`src/rtl/db_qp_index_pkg.sv`:
```
// db_qp_index_pkg: shared constants, edge encodings and FSM states for the deblocking QP index stage
package db_qp_index_pkg;
    localparam int QP_MAX = 51;
    localparam logic [2:0] E_LEFT        = 3'd0;
    localparam logic [2:0] E_V_LAST      = 3'd3;
    localparam logic [2:0] E_TOP         = 3'd4;
    localparam logic [2:0] E_LUMA_LAST   = 3'd7;
    localparam logic [2:0] E_C_MID       = 3'd2;
    localparam logic [2:0] E_CHROMA_LAST = 3'd6;
    typedef enum logic [1:0] {S_IDLE, S_EDGE, S_DONE} state_t;
endpackage

```
`src/rtl/db_qpc_map.sv`:
```
// db_qpc_map: combinational qPi -> QPc chroma QP mapping table
module db_qpc_map (
    input  logic [5:0] qpi,
    output logic [5:0] qpc
);
    localparam logic [5:0] TBL [32] = '{
        6'd29, 6'd30, 6'd31, 6'd32, 6'd32, 6'd33, 6'd34, 6'd34,
        6'd35, 6'd35, 6'd36, 6'd36, 6'd37, 6'd37, 6'd37, 6'd38,
        6'd38, 6'd38, 6'd39, 6'd39, 6'd39, 6'd39, 6'd39, 6'd39,
        6'd39, 6'd39, 6'd39, 6'd39, 6'd39, 6'd39, 6'd39, 6'd39
    };
    logic [4:0] i;
    assign i   = 5'(qpi - 6'd30);
    assign qpc = qpi < 6'd30 ? qpi : TBL[i];
endmodule

```
`src/rtl/db_qp_index.sv`:
```
// db_qp_index: walks the macroblock edges and emits per-edge qPav and clipped indexA/indexB; DB_CHROMA_QP_EN adds chroma edges
module db_qp_index
    import db_qp_index_pkg::*;
#(
    parameter int QP_W  = 6,
    parameter int OFS_W = 5
) (
    input  logic             clk,
    input  logic             rst,
    input  logic             start_i,
    input  logic [QP_W-1:0]  mb_qp_i,
    input  logic [QP_W-1:0]  left_qp_i,
    input  logic [QP_W-1:0]  top_qp_i,
    input  logic             left_en_i,
    input  logic             top_en_i,
    input  logic [OFS_W-1:0] ofs_a_i,
    input  logic [OFS_W-1:0] ofs_b_i,
`ifdef DB_CHROMA_QP_EN
    input  logic [OFS_W-1:0] chroma_ofs_i,
    output logic             plane_o,
`endif
    input  logic             edge_ready_i,
    output logic             edge_valid_o,
    output logic [2:0]       edge_idx_o,
    output logic [QP_W-1:0]  qp_av_o,
    output logic [QP_W-1:0]  index_a_o,
    output logic [QP_W-1:0]  index_b_o,
    output logic             busy_o,
    output logic             done_o
);
    localparam logic [QP_W-1:0] QMAX = QP_W'(QP_MAX);
    localparam logic signed [QP_W+1:0] QMAX_S = {2'b00, QMAX};

    function automatic logic [QP_W-1:0] clip_idx(input logic [QP_W-1:0] q, input logic [OFS_W-1:0] o);
        logic signed [QP_W+1:0] s;
        s = $signed({2'b00, q}) + $signed({{(QP_W+2-OFS_W){o[OFS_W-1]}}, o});
        return s[QP_W+1] ? {QP_W{1'b0}} : (s > QMAX_S ? QMAX : s[QP_W-1:0]);
    endfunction

    function automatic logic [QP_W-1:0] avg(input logic [QP_W-1:0] a, input logic [QP_W-1:0] b);
        logic [QP_W:0] t;
        t = {1'b0, a} + {1'b0, b} + (QP_W+1)'(1);
        return t[QP_W:1];
    endfunction

    state_t state;
    logic [QP_W-1:0] mb_q, left_q, top_q, s_mb, s_left, s_top, b_mb, b_left, b_top, nxt_qp;
    logic [OFS_W-1:0] ofa_q, ofb_q, s_ofa, s_ofb;
    logic len_q, ten_q, s_len, s_ten, idle, cur_p, nxt_p, last, adv;
    logic [2:0] nxt_e;

    assign idle   = state == S_IDLE;
    assign s_mb   = idle ? mb_qp_i : mb_q;
    assign s_left = idle ? left_qp_i : left_q;
    assign s_top  = idle ? top_qp_i : top_q;
    assign s_len  = idle ? left_en_i : len_q;
    assign s_ten  = idle ? top_en_i : ten_q;
    assign s_ofa  = idle ? ofs_a_i : ofa_q;
    assign s_ofb  = idle ? ofs_b_i : ofb_q;

`ifdef DB_CHROMA_QP_EN
    logic [OFS_W-1:0] cofs_q, s_cofs;
    logic [QP_W-1:0] c_mb, c_left, c_top;
    assign s_cofs = idle ? chroma_ofs_i : cofs_q;
    assign cur_p  = plane_o;
    db_qpc_map u_map_mb   (.qpi(clip_idx(s_mb, s_cofs)),   .qpc(c_mb));
    db_qpc_map u_map_left (.qpi(clip_idx(s_left, s_cofs)), .qpc(c_left));
    db_qpc_map u_map_top  (.qpi(clip_idx(s_top, s_cofs)),  .qpc(c_top));
    assign b_mb   = nxt_p ? c_mb : s_mb;
    assign b_left = nxt_p ? c_left : s_left;
    assign b_top  = nxt_p ? c_top : s_top;
`else
    assign cur_p  = 1'b0;
    assign b_mb   = s_mb;
    assign b_left = s_left;
    assign b_top  = s_top;
`endif

    // MB edges average with the neighbour QP; internal edges use the current MB QP
    assign nxt_qp = nxt_e[1:0] != 2'd0 ? b_mb : avg(nxt_e[2] ? b_top : b_left, b_mb);
    assign adv    = (idle && start_i) || (state == S_EDGE && edge_valid_o && edge_ready_i && !last);

    // Choose the next edge: first enabled edge on start, otherwise the successor of the current edge
    always_comb begin
        last  = 1'b0;
        nxt_p = cur_p;
        nxt_e = 3'(edge_idx_o + 3'd1);
        if (idle) begin
            nxt_p = 1'b0;
            nxt_e = s_len ? E_LEFT : 3'd1;
        end else if (cur_p) begin
            last  = edge_idx_o == E_CHROMA_LAST;
            nxt_e = (edge_idx_o == E_C_MID && !s_ten) ? E_CHROMA_LAST : 3'(edge_idx_o + 3'd2);
        end else if (edge_idx_o == E_V_LAST) begin
            nxt_e = s_ten ? E_TOP : 3'd5;
        end else if (edge_idx_o == E_LUMA_LAST) begin
`ifdef DB_CHROMA_QP_EN
            nxt_p = 1'b1;
            nxt_e = s_len ? E_LEFT : E_C_MID;
`else
            last  = 1'b1;
`endif
        end
    end

    // Capture the MB parameters when a start is accepted; they stay frozen for the whole MB
    always_ff @(posedge clk) begin
        if (idle && start_i) begin
            mb_q   <= mb_qp_i;
            left_q <= left_qp_i;
            top_q  <= top_qp_i;
            len_q  <= left_en_i;
            ten_q  <= top_en_i;
            ofa_q  <= ofs_a_i;
            ofb_q  <= ofs_b_i;
`ifdef DB_CHROMA_QP_EN
            cofs_q <= chroma_ofs_i;
`endif
        end
    end

    // Sequencer FSM with registered edge outputs, advanced on each handshake
    always_ff @(posedge clk) begin
        if (rst) begin
            state        <= S_IDLE;
            edge_valid_o <= 1'b0;
            busy_o       <= 1'b0;
            done_o       <= 1'b0;
            edge_idx_o   <= '0;
            qp_av_o      <= '0;
            index_a_o    <= '0;
            index_b_o    <= '0;
`ifdef DB_CHROMA_QP_EN
            plane_o      <= 1'b0;
`endif
        end else begin
            done_o <= 1'b0;
            case (state)
                S_IDLE: if (start_i) begin
                    state  <= S_EDGE;
                    busy_o <= 1'b1;
                end
                S_EDGE: if (edge_valid_o && edge_ready_i && last) begin
                    state        <= S_DONE;
                    edge_valid_o <= 1'b0;
                    done_o       <= 1'b1;
                end
                default: begin
                    state  <= S_IDLE;
                    busy_o <= 1'b0;
                end
            endcase
            if (adv) begin
                edge_valid_o <= 1'b1;
                edge_idx_o   <= nxt_e;
                qp_av_o      <= nxt_qp;
                index_a_o    <= clip_idx(nxt_qp, s_ofa);
                index_b_o    <= clip_idx(nxt_qp, s_ofb);
`ifdef DB_CHROMA_QP_EN
                plane_o      <= nxt_p;
`endif
            end
        end
    end
endmodule

```
`config.mk`:
```
export PLATFORM = sky130hd
export DESIGN_NAME = db_qp_index
export DESIGN_NICKNAME = d
export VERILOG_FILES = /design/src/rtl/db_qp_index_pkg.sv /design/src/rtl/db_qpc_map.sv /design/src/rtl/db_qp_index.sv
export SDC_FILE = /design/constraint.sdc
export NUM_CORES = 1
export LEC_CHECK = 0
export CORE_MARGIN = 5
export CORE_UTILIZATION = 48
export CTS_CLUSTER_DIAMETER = 50
export DETAILED_ROUTE_END_ITERATION = 10
export PLACE_DENSITY = 0.81
export SETUP_SLACK_MARGIN = 0.15
export SLEW_MARGIN = 10
export SYNTH_ARGS = -nofsm -noshare
export SYNTH_HDL_FRONTEND = slang
export SYNTH_SLANG_ARGS = --single-unit
```
`constraint.sdc`:
```
create_clock -name clk -period 5.26 [get_ports clk]
set_input_delay 1.578 -clock clk [delete_from_list [all_inputs] [get_ports clk]]
set_output_delay 1.578 -clock clk [all_outputs]
set_load 0.01 [all_outputs]
```
Yosys cells after proc, flatten, opt, wreduce, memory -nomap -nowiden
Index checks and enable logic that the tools add are counted.
{"block": "totals", "elab_cells": 73, "regBits": 56, "output_inout_bits": 24, "in_bits": 34}
{"block": "op_classes", "addsub": 5, "eq_ne": 5, "reduce_logical": 16, "n_bitwise": 1, "order_cmp": 2, "mux": 29}
{"cell": "$mux 6", "count": 9}
{"cell": "$add 7x5->8", "count": 2}
{"cell": "$gt 8x7->1 const B", "count": 2}
{"cell": "$mux 1", "count": 12}
{"cell": "$mux 5", "count": 2}
{"cell": "$add 6x6->7", "count": 1}
{"cell": "$add 7x1->7 const B", "count": 1}
{"cell": "$logic_and 1x1->1", "count": 6}
{"cell": "$mux 3", "count": 2}
{"cell": "$reduce_and 2->1", "count": 3}
{"cell": "$reduce_bool 2->1", "count": 3}
{"cell": "$mux 2", "count": 2}
{"cell": "$pmux 2 s2", "count": 1}
{"cell": "$add 3x1->3 const B", "count": 1}
{"cell": "$eq 3x2->1 const B", "count": 1}
{"cell": "$eq 3x3->1 const B", "count": 1}
{"cell": "$eq 2x1->1 const B", "count": 1}
{"cell": "$logic_not 2->1", "count": 1}
{"cell": "$ne 2x1->1 const B", "count": 1}
{"cell": "$ne 2x2->1 const B", "count": 1}
{"cell": "$pmux 1 s2", "count": 1}
{"cell": "$reduce_or 2->1", "count": 1}
{"cell": "$logic_not 1->1", "count": 1}
{"cell": "$logic_or 1x1->1", "count": 1}
{"cell": "$not 1->1", "count": 1}

Depth between registers and ports, before layout
Gate-level depths: netlist of the first run.
{"block": "depth", "ltp_word": 13, "ltp_mapped": 21, "mapped_depth_nobuf": 18}

Worst setup path after synthesis of the first run
Ideal clock, no wire load.
{"block": "synth_path", "kind": "in2reg", "start": "in mb_qp_i[0]", "end": "reg index_a_o[0]", "n_path_buf": 0, "path_stages": 14, "arrival_time_ns": 4.926, "t_required_ns": 5.138, "setup_ns": 0.122, "setup_slack_ns": 0.213, "path_cell_list": "or4_1 -> o31a_1 -> fa_1 -> xor2_1 -> nand2_1 -> o21ai_0 -> inv_1 -> fa_1 -> nand2b_1 -> a21oi_1 -> o31ai_1 -> a311oi_1 -> o22ai_1 -> o311a_1"}
{"block": "synth_via", "elab_chain_cells": 8}
{"item": "start, declared", "line_no": "db_qp_index.sv:11", "source": "input logic [QP_W-1:0] mb_qp_i,"}
{"item": "$mux 6 (*)", "line_no": "db_qp_index.sv:53", "source": "assign s_mb = idle ? mb_qp_i : mb_q;"}
{"item": "$add 6x6->7 (*)", "line_no": "db_qp_index.sv:42", "source": "t = {1'b0, a} + {1'b0, b} + (QP_W+1)'(1);"}
{"item": "$add 7x1->7 (*)", "line_no": "db_qp_index.sv:42"}
{"item": "$mux 6 (*)", "line_no": "db_qp_index.sv:80", "source": "assign nxt_qp = nxt_e[1:0] != 2'd0 ? b_mb : avg(nxt_e[2] ? b_top : b_left, b_mb);"}
{"item": "named net nxt_qp[1]", "line_no": "db_qp_index.sv:47", "source": "logic [QP_W-1:0] mb_q, left_q, top_q, s_mb, s_left, s_top, b_mb, b_left, b_top, nxt_qp;"}
{"item": "$add 7x5->8 (*)", "line_no": "db_qp_index.sv:36", "source": "s = $signed({2'b00, q}) + $signed({{(QP_W+2-OFS_W){o[OFS_W-1]}}, o});"}
{"item": "$gt 8x7->1", "line_no": "db_qp_index.sv:37", "source": "return s[QP_W+1] ? {QP_W{1'b0}} : (s > QMAX_S ? QMAX : s[QP_W-1:0]);"}
{"item": "$mux 6", "line_no": "db_qp_index.sv:37"}
{"item": "$mux 6 (*)", "line_no": "db_qp_index.sv:37"}
{"item": "end signal, assigned", "line_no": "db_qp_index.sv:157", "source": "index_a_o <= clip_idx(nxt_qp, s_ofa);"}
{"item": "end, declared", "line_no": "db_qp_index.sv:26", "source": "output logic [QP_W-1:0] index_a_o,"}
The timed path passes the listed nets; every way through them passes the cells marked *.
A chain may end at the register's enable or synchronous reset.

Worst setup path after layout of the first run
{"block": "layout_path", "start": "in mb_qp_i[2]", "end": "reg index_b_o[2]"}
{"block": "layout_via", "elab_chain_cells": 8}
{"item": "$mux 6 (*)", "line_no": "db_qp_index.sv:53"}
{"item": "$add 6x6->7", "line_no": "db_qp_index.sv:42"}
{"item": "$add 7x1->7", "line_no": "db_qp_index.sv:42"}
{"item": "$mux 6 (*)", "line_no": "db_qp_index.sv:80"}
{"item": "named net nxt_qp[2]", "line_no": "db_qp_index.sv:47"}
{"item": "$add 7x5->8 (*)", "line_no": "db_qp_index.sv:36"}
{"item": "$gt 8x7->1", "line_no": "db_qp_index.sv:37"}
{"item": "$mux 6", "line_no": "db_qp_index.sv:37"}
{"item": "$mux 6 (*)", "line_no": "db_qp_index.sv:37"}
{"item": "end signal, assigned", "line_no": "db_qp_index.sv:158", "source": "index_b_o <= clip_idx(nxt_qp, s_ofb);"}
{"item": "end, declared", "line_no": "db_qp_index.sv:27", "source": "output logic [QP_W-1:0] index_b_o,"}
Marks and branches as above.

==> results.tsv, run 1 <==
metric	value	unit
p_per_area	298.5	nW/um2
via_count	3195	
synth.area.top_cells	edfxtp_1 (25%), dfxtp_1 (15%), ha_1 (8.4%)	
fin_total_pwr	1.417	mW
clockBufferDepth	2	
dp.cells	541	
drcViolationCount	0	
synth_top_area_share	25.34	%
grt_pass1_vias	3145	
critPathLaunch	mb_qp_i[2]	
power.leakage	1.974	nW
worstPathRequired	5520	ps
layout-drive-gt1-share	26.14	%
boundaryPins	58	
finish.instance_area	4747	um2
die_w	94.62	um
routed_wl	9366	um
period_share	94.76	%
num_antenna_cells	0	
maxCapViolations	0	
grt_pass1_wl	14890	um
core-area	6869	um2
wire_per_inst	16.88	um
area_growth	38.11	%
synth_common_cells	nand2_1 (30), edfxtp_1 (29), dfxtp_1 (26)	
cts-root-buf	clkbuf_8	
routabilityCongestion	0.9398	
track_usage	20.93	%
viasPerCell	5.757	
first_iter_violations	140	
clkSinkCount	55	
preCtsSetupSlack	-281.3	ps
syn_inst	353	
cts_buffers	5	
post_synth.cell_area_avg	9.737	um2
synth_seq_cells	55	
placed_cell_area	4439	um2
gr-total-overflow	0	
cp-end-kind	flip-flop	
synth.distinct_cells	59	
worstSetupPathType	in2reg	
fill_cells	524	
period_minus_slack	4985	ps
worstPathMaxFanout	3	
clk_latency	320	ps
ctsHoldBuffers	0	
tritoncts	built	
synth_enable_flop_cells	29	
ant_nets	0	
finalHoldViolCount	0	
fin_ws	275.5	ps
hp-start	qp_av_o[0]	
seq_area	1391	um2
setup_tns	0	ps
synth_nets	413	
port_buffers	57	
die_h	94.62	um
layout.cells.non_filler	555	
finClkSkew	9.056	ps
ys_dominant_reg_cell	edfxtp_1	
grt_max_degree	26	
synth_largest_area_cell	edfxtp_1	
rsz0062_at_grt	false	
dr.pass1.iters	5	
max_freq	0.2006	GHz
async_flop_share	0	%
slew-limit-headroom	46.68	%
hold_path_class	reg2reg	
synth_area	3437	um2
yosysSeqAreaShare	40.48	%
start_util	50.04	%
yosysMostFrequentCell	nand2_1	
yosys_warnings	0	
antenna_found_initial	0	
finish.utilization	69.11	%
rows	30	
multi_input_area	2085	um2
critPathLaunchType	input pin	
final_nets	518	
rr_startpoint	edge_idx_o[0]	
setup_viol	0	
cts.clk_slew.worst_paths	110	ps
tightest_slew	798.9	ps
ir_drop	0.1527	mV
dieArea	8953	um2
dp_hpwl	6857	um
finalMaxSlewViolations	0	
arrival	5240	ps
status	finished, final reports clean	
cts_htree_levels	2	
whs	469.8	ps
-- registers in the layout (all words and copies together) (netlist names), 2 cells and up --
| signal | flops |
|---|---|
| index_a_o | 6 |
| ofb_q | 5 |
| state | 2 |
| mb_q | 6 |
| qp_av_o | 6 |
| index_b_o | 6 |
| top_q | 6 |
| left_q | 6 |
| edge_idx_o | 3 |
| ofa_q | 5 |
-- cells by family after synthesis --
group	share of synthesized area, %
AND/OR/NAND/NOR	16.46
flip-flops	40.48
AO/OA/AOI/OAI	19.29
adder cells (fa/ha/maj)	10.12
multiplexers	8.518
XOR/XNOR	1.529
buffers and inverters	3.604
-- final timing paths --
| path | endpoint | depth (start not counted) | slack, ps |
|---|---|---|---|
| max | index_b_o[2] | 17 | 280 |
| min | qp_av_o[0] | 2 | 470 |
| max reg2reg | index_a_o[2] | 18 | 630 |
| min reg2reg | qp_av_o[0] | 2 | 470 |
-- worst max-delay path, stage by stage --
cell and delay (ps):
clkdlybuf4s50_1 440, mux2i_2 200, inv_1 110, ha_4 250, buf_6 130, a21oi_4 160
buf_4 130, nand3_1 80, nand3_1 120, nand2_1 130, ha_1 360, nor2b_4 150
o2111a_1 240, or4_1 470, mux2_2 300, nor4_4 230, a22o_1 160
-- report_power, final --
| part | switching (mW) | internal, mW |
|---|---|---|
| sequential | 0.0157 | 0.485 |
| combinational | 0.334 | 0.336 |
| clock | 0.150 | 0.0959 |
| total | 0.500 | 0.917 |
-- what timing repair did --
item / 4_1_cts / 5_1_grt
buffers inserted: 2 / 4
setup endpoints to repair: 9 / 12
resized for setup: 12 / 25
pin swaps: 4 / 13
-- cell type report --
cell class,instances,share of cell area (%)
clock buffer,5,1.450
clock inverter,3,0.4744
inverter,18,1.423
multi-input combinational,266,43.91
sequential,55,29.31
tap,96,2.530
timing repair buffer,112,20.90
-- per-layer routing --
| layer | vias to the layer above | track usage [%] | wire length (um) |
|---|---|---|---|
| li1 | 1524 | - | - |
| met1 | 1532 | 26.29 | 3957 |
| met2 | 126 | 36.93 | 4683 |
| met3 | 13 | 3.984 | 561 |
| met4 | 0 | 5.048 | 164 |
| met5 | - | 0 | 0 |
-- placed cells by master, fill, tap and decap left out, types with 3 or more instances in the layout --
| cell | instances |
|---|---|
| and3_1 | 4 |
| nor2_2 | 3 |
| edfxtp_1 | 29 |
| nor3_1 | 5 |
| nand2_1 | 30 |
| nor3b_1 | 4 |
| mux2_2 | 14 |
| or2_2 | 6 |
| a31oi_1 | 4 |
| and2_1 | 5 |
| a211oi_1 | 4 |
| o21ai_0 | 22 |
| xor2_1 | 6 |
| ha_4 | 4 |
| dfxtp_1 | 26 |
| nand2b_1 | 3 |
| inv_1 | 16 |
| buf_4 | 54 |
| o21a_1 | 5 |
| nor2_1 | 23 |
| or3b_2 | 3 |
| o21bai_1 | 3 |
| clkbuf_8 | 5 |
| a22o_1 | 3 |
| a21oi_1 | 15 |
| nor4_1 | 5 |
| mux2i_1 | 10 |
| nand3_1 | 4 |
| ha_1 | 19 |
| clkdlybuf4s50_1 | 55 |
| a21oi_2 | 4 |
| a21o_1 | 4 |
No activity file was read; power rests on OpenSTA's default activity.
==> run 2: changes to the inputs <==
- CELL_PAD_IN_SITES_DETAIL_PLACEMENT: not set -> 0
- CELL_PAD_IN_SITES_GLOBAL_PLACEMENT: not set -> 2
- CORE_UTILIZATION: 48 -> 30
- SLEW_MARGIN: 10 -> 20
==> results.tsv, run 2 (synthesis gave the netlist of run 1 again) <==
metric	value	unit	change
fill_cells	1112		was 524
hp-start	qp_av_o[1]		was qp_av_o[0]
first_iter_violations	214		was 140
cts.clk_slew.worst_paths	70	ps	was 110 ps
antenna_found_initial	0		unchanged
cts_htree_levels	2		unchanged
clkSinkCount	55		unchanged
slowest_stage	or4_4		was or4_1
grt_max_degree	31		was 26
routabilityCongestion	0.8128		was 0.9398
rows	39		was 30
dp_hpwl	7273	um	was 6857 um
dieArea	13700	um2	was 8953 um2
start_util	30.36	%	was 50.04%
reg2reg_depth	19		was 18
max_freq	0.1999	GHz	was 0.2006 GHz
final_nets	524		was 518
mostFrequentLayoutCells	buf_4 (61), clkdlybuf4s50_1 (53), nand2_1 (29), edfxtp_1 (29), dfxtp_1 (26)		was clkdlybuf4s50_1 (55), buf_4 (54), nand2_1 (30)
ctsHoldBuffers	0		unchanged
rr_startpoint	edge_idx_o[0]		unchanged
cpPeakStageDelay	490	ps	was 470 ps
setup_viol	0		unchanged
power.leakage	2.037	nW	was 1.974 nW
layout-drive-gt1-share	28.17	%	was 26.14%
min_path_cells	2		unchanged
cp-end-kind	flip-flop		unchanged
status	finished, final reports clean		unchanged
maxCapViolations	0		unchanged
finish.instance_area	4940	um2	was 4747 um2
period_minus_slack	5002	ps	was 4985 ps
worstSetupPathType	in2reg		unchanged
gr-total-overflow	0		unchanged
hold_path_class	reg2reg		unchanged
cts-root-buf	clkbuf_16		was clkbuf_8
die_h	117.0	um	was 94.62 um
wire_per_inst	15.80	um	was 16.88 um
viasPerCell	5.056		was 5.757
setup_tns	0	ps	unchanged
cts_buffers	5		unchanged
die_w	117.0	um	was 94.62 um
placed_cell_area	4558	um2	was 4439 um2
area_growth	43.72	%	was 38.11%
crit_chain	dlygate4sd2_1, or4_4, o31a_1, fa_2, a21oi_2, o21bai_1, xor2_1, nand2_1, o21ai_0, buf_4, ha_1, o21a_1, a21oi_2, buf_4, buf_4, a311oi_2, o22ai_2, o311a_1		was clkdlybuf4s50_1, mux2i_2, inv_1, ha_4, buf_6, a21oi_4, buf_4, nand3_1, nand3_1, nand2_1, ha_1, nor2b_4, o2111a_1, or4_1, mux2_2, nor4_4, a22o_1
via_count	3074		was 3,195
ir_drop	0.1137	mV	was 0.1527 mV
rsz0062_at_grt	true		was false
worstPathRequired	5450	ps	was 5520 ps
period_share	95.10	%	was 94.76%
core-area	11320	um2	was 6869 um2
arrival	5190	ps	was 5240 ps
track_usage	13.91	%	was 20.93%
grt_pass1_vias	3046		was 3,145
p_per_area	313.8	nW/um2	was 298.5 nW/um2
ant_nets	0		unchanged
preCtsSetupSlack	-345.0	ps	was -281.3 ps
grt_pass1_wl	15010	um	was 14,890 um
dr.pass1.iters	4		was 5
final_common_cell	buf_4		was clkdlybuf4s50_1
tritoncts	built		unchanged
cpMostUsedCell	buf_4		was nand3_1
clk_latency	290	ps	was 320 ps
routed_wl	9604	um	was 9366 um
critPathLaunchType	input pin		unchanged
fin_ws	257.8	ps	was 275.5 ps
boundaryPins	58		unchanged
reg2reg_slack	660	ps	was 630 ps
slew-limit-headroom	63.51	%	was 46.68%
whs	464.1	ps	was 469.8 ps
finalHoldViolCount	0		unchanged
min_to	qp_av_o[1]		was qp_av_o[0]
finalMaxSlewViolations	0		unchanged
port_buffers	57		unchanged
r2r_end	index_a_o[0]		was index_a_o[2]
num_antenna_cells	0		unchanged
path_delay_family	compound AO/OA/AOI/OAI gates		was simple AND/OR/NAND/NOR gates
tightest_slew	545.4	ps	was 798.9 ps
clockBufferDepth	2		unchanged
worstPathMaxFanout	5		was 3
finClkSkew	6.040	ps	was 9.056 ps
crit_buf_inv	4		unchanged
drcViolationCount	0		unchanged
==> run 2: cell count changes in the layout (fill, tap and decap cells not counted), moves of 2 or more <==
cell | previous run | this run
clkbuf_16 | 0 | 5
nor2_4 | 0 | 2
clkbuf_8 | 5 | 1
or3b_4 | 0 | 2
a211oi_1 | 4 | 2
buf_4 | 54 | 61
a21oi_2 | 4 | 6
clkdlybuf4s50_1 | 55 | 53
a211oi_2 | 1 | 3
nor2_2 | 3 | 1
or3b_2 | 3 | 1
==> run 2: timing repair <==
action                     4_1_cts  5_1_grt
pin swaps                       12       14
setup endpoints to repair       11       12
setup buffers                    3        1
gates resized for setup         20       28
==> run 2: stage by stage <==
stage          utilization, %  total power [mW]  cells
5_1_grt                 43.63             1.648    608
6_report                43.63             1.550    608
3_3_place_gp            40.26             1.133    596
2_1_floorplan               -            0.8547    353
4_1_cts                 42.43             1.523    607
3_5_place_dp            40.26             1.138    596
==> run 2: how the worst max path moves through the flow <==
stage	startpoint	to	cells past startpoint
finish	left_qp_i[0]	index_a_o[0]	18
global route	left_qp_i[0]	index_a_o[0]	18
CTS	mb_qp_i[0]	index_b_o[3]	16
detailed placement	mb_qp_i[0]	index_a_o[2]	17
global placement	mb_qp_i[0]	index_a_o[5]	19
floorplan	mb_qp_i[0]	index_a_o[0]	14
==> run 2: cell type report <==
cell class,count,area (um2),share of cell area [%]
sequential,55,1391,28.17
tap,143,178.9,3.622
clock buffer,7,142.6,2.888
inverter,18,67.56,1.368
timing repair buffer,118,1035,20.95
clock inverter,1,8.758,0.1773
multi-input combinational,266,2116,42.83
==> run 2: tightest hold or removal path, cell delays in order (launching register included) <==
cell	delay [ps]
dfxtp_1	310
nand2_1	50
a21oi_1	50
==> run 2: report_power, final <==
group | leakage, nW | total (mW) | internal, mW | switching [mW]
logic | 1.47 | 0.708 | 0.362 | 0.346
registers | 0.489 | 0.501 | 0.485 | 0.0153
clock network | 0.0741 | 0.341 | 0.191 | 0.150
total | 2.04 | 1.55 | 1.04 | 0.512
==> run 2: layer usage <==
metal / routed length [um] / share of wire, % / GRT usage (%)
met1: 4260 / 44 / 17.38
met2: 4621 / 48 / 24.35
met3: 518 / 5.4 / 2.571
met4: 203 / 2.1 / 4.281
met5: 0 / 0 / 0
